--- src/rtl/uart_pkg.sv ---
// Shared UART definitions: receiver state encoding and bit-period helper.
package uart_pkg;

    typedef enum logic [1:0] {
        IDLE,
        START,
        DATA,
        STOP
    } uart_rx_state_t;

    // Clock cycles per bit, integer division; also used by the transmitter.
    function automatic int unsigned calc_period(input int unsigned clk_freq,
                                                input int unsigned baud);
        return clk_freq / baud;
    endfunction

endpackage

--- src/rtl/uart_sync.sv ---
// Two-flop synchronizer for an asynchronous single-bit input.
module uart_sync #(
    parameter logic RST_VAL = 1'b1
) (
    input  logic clk,
    input  logic rst_n,
    input  logic d,
    output logic q
);

    logic [1:0] sync_q;
    logic [1:0] sync_d;

    // Shift the raw input through the two-stage chain.
    always_comb begin
        sync_d = {sync_q[0], d};
    end

    // Synchronizer flops, cleared to the idle level on reset.
    always_ff @(posedge clk or negedge rst_n) begin
        if (!rst_n) begin
            sync_q <= {2{RST_VAL}};
        end else begin
            sync_q <= sync_d;
        end
    end

    assign q = sync_q[1];

endmodule

--- src/rtl/uart_rx.sv ---
// UART receiver: mid-bit sampling, LSB-first deserialization, one-entry
// holding register on a valid/ready output, framing-error and overrun pulses.
module uart_rx
    import uart_pkg::*;
#(
    parameter int unsigned CLK_FREQ  = 50000000,
    parameter int unsigned BAUD_RATE = 9600,
    parameter int unsigned DATA_BITS = 8,
    parameter int unsigned STOP_BITS = 1
) (
    input  logic                 clk,
    input  logic                 rst,
    input  logic                 rx,
    output logic [DATA_BITS-1:0] data,
    output logic                 data_valid,
    input  logic                 data_ready,
    output logic                 frame_err,
    output logic                 overrun
);

    localparam int unsigned PERIOD = calc_period(CLK_FREQ, BAUD_RATE);
    localparam int unsigned HALF   = PERIOD / 2;
    localparam int unsigned CW     = $clog2(PERIOD) + 1;
    localparam int unsigned BW     = $clog2(DATA_BITS + 1);

    localparam logic [CW-1:0] CNT_LAST  = CW'(PERIOD - 1);
    localparam logic [CW-1:0] CNT_HALF  = CW'(HALF - 1);
    localparam logic [BW-1:0] DATA_LAST = BW'(DATA_BITS - 1);
    localparam logic [BW-1:0] STOP_LAST = BW'(STOP_BITS - 1);

    logic rx_s;

    uart_sync #(.RST_VAL(1'b1)) u_sync (
        .clk   (clk),
        .rst_n (rst),
        .d     (rx),
        .q     (rx_s)
    );

    uart_rx_state_t       state_q,   state_d;
    logic [CW-1:0]        clk_cnt_q, clk_cnt_d;
    logic [BW-1:0]        bit_cnt_q, bit_cnt_d;
    logic [DATA_BITS-1:0] shift_q,   shift_d;
    logic                 err_q,     err_d;
    logic [DATA_BITS-1:0] data_q,    data_d;
    logic                 valid_q,   valid_d;
    logic                 ferr_q,    ferr_d;
    logic                 ovr_q,     ovr_d;
    logic                 stop_bad;

    // Next-state, bit sampling, frame completion and output handshake.
    always_comb begin
        state_d   = state_q;
        clk_cnt_d = clk_cnt_q;
        bit_cnt_d = bit_cnt_q;
        shift_d   = shift_q;
        err_d     = err_q;
        data_d    = data_q;
        valid_d   = valid_q;
        ferr_d    = 1'b0;
        ovr_d     = 1'b0;
        stop_bad  = err_q | ~rx_s;

        if (valid_q && data_ready) begin
            valid_d = 1'b0;
        end

        case (state_q)
            IDLE: begin
                if (!rx_s) begin
                    state_d   = START;
                    clk_cnt_d = '0;
                end
            end
            START: begin
                if (clk_cnt_q == CNT_HALF) begin
                    clk_cnt_d = '0;
                    bit_cnt_d = '0;
                    state_d   = rx_s ? IDLE : DATA;
                end else begin
                    clk_cnt_d = clk_cnt_q + CW'(1);
                end
            end
            DATA: begin
                if (clk_cnt_q == CNT_LAST) begin
                    clk_cnt_d = '0;
                    // Shifting in at the MSB lands the first bit at the LSB
                    // once DATA_BITS samples have been taken.
                    shift_d   = {rx_s, shift_q[DATA_BITS-1:1]};
                    if (bit_cnt_q == DATA_LAST) begin
                        bit_cnt_d = '0;
                        err_d     = 1'b0;
                        state_d   = STOP;
                    end else begin
                        bit_cnt_d = bit_cnt_q + BW'(1);
                    end
                end else begin
                    clk_cnt_d = clk_cnt_q + CW'(1);
                end
            end
            STOP: begin
                if (clk_cnt_q == CNT_LAST) begin
                    clk_cnt_d = '0;
                    err_d     = stop_bad;
                    if (bit_cnt_q == STOP_LAST) begin
                        bit_cnt_d = '0;
                        err_d     = 1'b0;
                        state_d   = IDLE;
                        if (stop_bad) begin
                            ferr_d = 1'b1;
                        end else if (!valid_q || data_ready) begin
                            data_d  = shift_q;
                            valid_d = 1'b1;
                        end else begin
                            ovr_d = 1'b1;
                        end
                    end else begin
                        bit_cnt_d = bit_cnt_q + BW'(1);
                    end
                end else begin
                    clk_cnt_d = clk_cnt_q + CW'(1);
                end
            end
            default: state_d = IDLE;
        endcase
    end

    // State and output registers; reset abandons any frame in progress.
    always_ff @(posedge clk or negedge rst) begin
        if (!rst) begin
            state_q   <= IDLE;
            clk_cnt_q <= '0;
            bit_cnt_q <= '0;
            shift_q   <= '0;
            err_q     <= 1'b0;
            data_q    <= '0;
            valid_q   <= 1'b0;
            ferr_q    <= 1'b0;
            ovr_q     <= 1'b0;
        end else begin
            state_q   <= state_d;
            clk_cnt_q <= clk_cnt_d;
            bit_cnt_q <= bit_cnt_d;
            shift_q   <= shift_d;
            err_q     <= err_d;
            data_q    <= data_d;
            valid_q   <= valid_d;
            ferr_q    <= ferr_d;
            ovr_q     <= ovr_d;
        end
    end

    assign data       = data_q;
    assign data_valid = valid_q;
    assign frame_err  = ferr_q;
    assign overrun    = ovr_q;

endmodule
--- config.mk ---
export PLATFORM = sky130hd
export DESIGN_NAME = uart_rx
export DESIGN_NICKNAME = d
export VERILOG_FILES = /design/src/rtl/uart_pkg.sv /design/src/rtl/uart_sync.sv /design/src/rtl/uart_rx.sv
export SDC_FILE = /design/constraint.sdc
export NUM_CORES = 1
export LEC_CHECK = 0
export BUFFER_PORTS_ARGS = -buffer_cell sky130_fd_sc_hd__buf_4
export CAP_MARGIN = 15
export CORE_UTILIZATION = 45
export CTS_CLUSTER_DIAMETER = 150
export DETAILED_ROUTE_END_ITERATION = 10
export REMOVE_ABC_BUFFERS = 1
export SLEW_MARGIN = 20
export SYNTH_ARGS = -nofsm -noshare
export SYNTH_HDL_FRONTEND = slang
export SYNTH_SLANG_ARGS = --single-unit
--- constraint.sdc ---
create_clock -name clk -period 2.8 [get_ports clk]
set_input_delay 0 -clock clk [delete_from_list [all_inputs] [get_ports clk]]
set_output_delay 0 -clock clk [all_outputs]
set_load 0.005 [all_outputs]
==> metrics.cfg <==
[run_status]
outcome = finished, final reports clean

[synth]
synthXorXnorAreaFrac = 0.008373
yosys_register_bits = 42
synth_compound_gate_area_share = 0.1184
syn_avg_cell_area_um2 = 10.62
synth_fa_ha_area_frac = 0.01794
syn_inst = 197
yosys_warnings = 0
synth-edff-count = 0
synth.area.top_cells = dfrtp_1, mux2_2, nand2_1, dfstp_2, a21oi_1
yosysSeqAreaShare = 0.5036
netlist_area_um2 = 2092
synth_top_flop_cell = dfrtp_1
synth_top_family_by_area = simple AND/OR/NAND/NOR gates
async_flop_share = 1.000
muxShareOfSynthArea = 0.09151
yosysTopAreaCell = dfrtp_1
yosys.area_share.simple = 0.2231
yosysUniqueCellTypes = 48
yosys.area.top_type_share = 0.4785

[power]
p_leak_nw = 1.159
max-vdd-ir-drop_mv = 0.3005
clkPwrFrac = 0.475
combPwrFrac = 0.015
power_switching_uw = 226.6
seqPwrFrac = 0.509
netSwitchingFraction = 0.1892
p_per_area_nw_per_um2 = 501.0
p_int_uw = 971.3

[clock_network]
worstSkewPairLatency_ps = 290
postCtsSetupBuffers = 0
root_buffer = clkbuf_8
cts_tree = built
clkTransAtPathRegs_ps = 80
cts_hold_buf = 2
cts_inserted_buffers = 5
numClockSinks = 42
clockBufferDepth = 2
h-tree-depth = 2
cts-resized-gates = 0

[global_route]
grt_pass1_vias = 1574
grt_pass1_wl_um = 7148
antenna_found_initial = 0
grtUsageTotal = 0.1837
grt_max_degree = 43
gr-total-overflow = 0

[finish]
final_util = 0.5417
register_area_um2 = 1054
diodes = 0
postLayoutCellArea_um2 = 2391
area_growth_syn_to_layout_pct = 14.29
layoutNonFillerInstCount = 266
nFillCells = 377
drive_above_1_share = 0.2570
multi_input_area_um2 = 960.9
layout.nets = 220

[detailed_routing]
dr.pass1.iters = 4
drcViolationCount = 0
vias_per_cell = 5.805
wl_per_cell_um = 15.17
ant_nets = 0
routed_wirelength_um = 4034
drt_iter0_markers = 72
vias = 1544

[timing]
tightest_slew_ps = 594.0
final-setup-viol-count = 0
clock_skew_ps = 7.286
slew_headroom = 0.6023
hold_viol_final = 0
fin_crit_ps = 2611
tns_ps = 0
slew_viol_final = 0
fmax_mhz = 383.0
finalWorstSetupSlack_ps = 188.9
min_period_over_period = 0.9325
rsz0062_at_grt = no

[floorplan]
die_h_um = 70.18
ios = 15
die_w_um = 70.18
die-area_um2 = 4925
core_um2 = 4414
rows = 24
initial_core_util = 0.4739

[place]
postPlaceCellArea_um2 = 2233
dp_hpwl_um = 2842
place_inst = 256
gp_congestion = 0.8273
io_buffers = 14
post-place-ws_ps = 202.6

[critical_path]
worstPathArrival_ps = 2790
crit_path_start_kind = flop
end_kind = flop
path_class = flop to flop
path_max_fanout = 8
required_ps = 2980

[job]
maxCapViolations = 0

[worst_hold_path]
hold_path.class = primary input to flop

-- state kept, by name (all words and copies together) (netlist names), named ones only --
name	count
shift_q	8
err_q	1
overrun	1
data_valid	1
state_q	1
frame_err	1
bit_cnt_q	4
clk_cnt_q	14
u_sync.sync_q	2
data	8
-- cell usage after synthesis (3+ instances only) --
| cell | instances |
|---|---|
| ha_1 | 3 |
| nand3_1 | 8 |
| clkbuf_1 | 4 |
| nor3_1 | 3 |
| inv_1 | 9 |
| nand4_1 | 5 |
| o21ai_0 | 8 |
| a31oi_1 | 7 |
| a21oi_1 | 9 |
| dfrtp_1 | 40 |
| mux2_2 | 17 |
| o21a_1 | 3 |
| and3_1 | 4 |
| nand2_1 | 19 |
| nor2_1 | 12 |
| nand2b_1 | 3 |
-- metrics by stage --
step | total power, mW | hold WS [ps]
finish | 1.198 | 12.00
global route | 1.245 | 7.883
CTS | 1.214 | 2.581
detailed placement | 0.6395 | 17.72
global placement | 0.6393 | 11.36
floorplan | 0.6236 | -295.6
-- cell usage in the layout (no fill, tap or decap), types with 3 or more instances in the layout --
cell type,n
a31oi_1,7
o21ai_0,8
nor2_1,12
nor3_1,3
mux2_2,17
inv_1,9
ha_1,3
nand3_1,8
a21oi_1,9
buf_4,16
and3_1,4
o21a_1,3
clkbuf_8,5
nand2_1,19
nand4_1,5
nand2b_1,3
dfrtp_1,40
-- path summary, 6_finish.rpt --
kind                             startpoint          endpoint  slack, ps  depth (start not counted)
max in group asynchronous               rst  u_sync.sync_q[0]       2200                          2
min in group asynchronous               rst      bit_cnt_q[3]        210                          2
hold / removal                   data_ready           overrun         10                          3
hold reg to reg            u_sync.sync_q[0]  u_sync.sync_q[1]        360                          0
setup reg to reg               clk_cnt_q[5]           data[7]        190                          5
setup / recovery               clk_cnt_q[5]           data[7]        190                          5
-- layout make-up --
cell class | instances | share of cell area
repair buffers | 18 | 0.05861
clock inverters | 3 | 0.02878
clock buffers | 5 | 0.02878
well taps | 52 | 0.02721
multi-input cells | 137 | 0.4019
flip-flops and latches | 42 | 0.4406
inverters | 9 | 0.01413
-- cells by family after synthesis --
| kind of cell | count (synthesis) |
|---|---|
| buf+inv | 18 |
| xor+xnor | 2 |
| fa+ha+maj | 3 |
| flops | 42 |
| mux | 17 |
| simple gates | 77 |
| compound gates | 38 |
-- worst max-delay path: stages (launching register included) --
cell and delay (ps):
dfrtp_1 430, or4b_4 570, nor4_4 420, nand2_4 120
nor4b_4 540, mux2_2 410
-- layer usage --
metal	part of all wire	GRT usage	vias to the layer above	wire (um)
li1	-	-	747	-
met1	0.49	0.2389	767	1963
met2	0.48	0.2959	25	1933
met3	0.023	0.04762	5	94
met4	0.010	0.06667	0	42
met5	0	0	-	0
-- power groups by stage --
stage | Combinational (mW) | Sequential (mW) | Clock, mW
2_1_floorplan | 0.00174 | 0.622 | 0
4_1_cts | 0.0196 | 0.610 | 0.584
5_1_grt | 0.0215 | 0.611 | 0.612
3_3_place_gp | 0.0168 | 0.622 | 0
6_report | 0.0181 | 0.610 | 0.570
3_5_place_dp | 0.0172 | 0.622 | 0
Power figures use the tool's default switching activity.
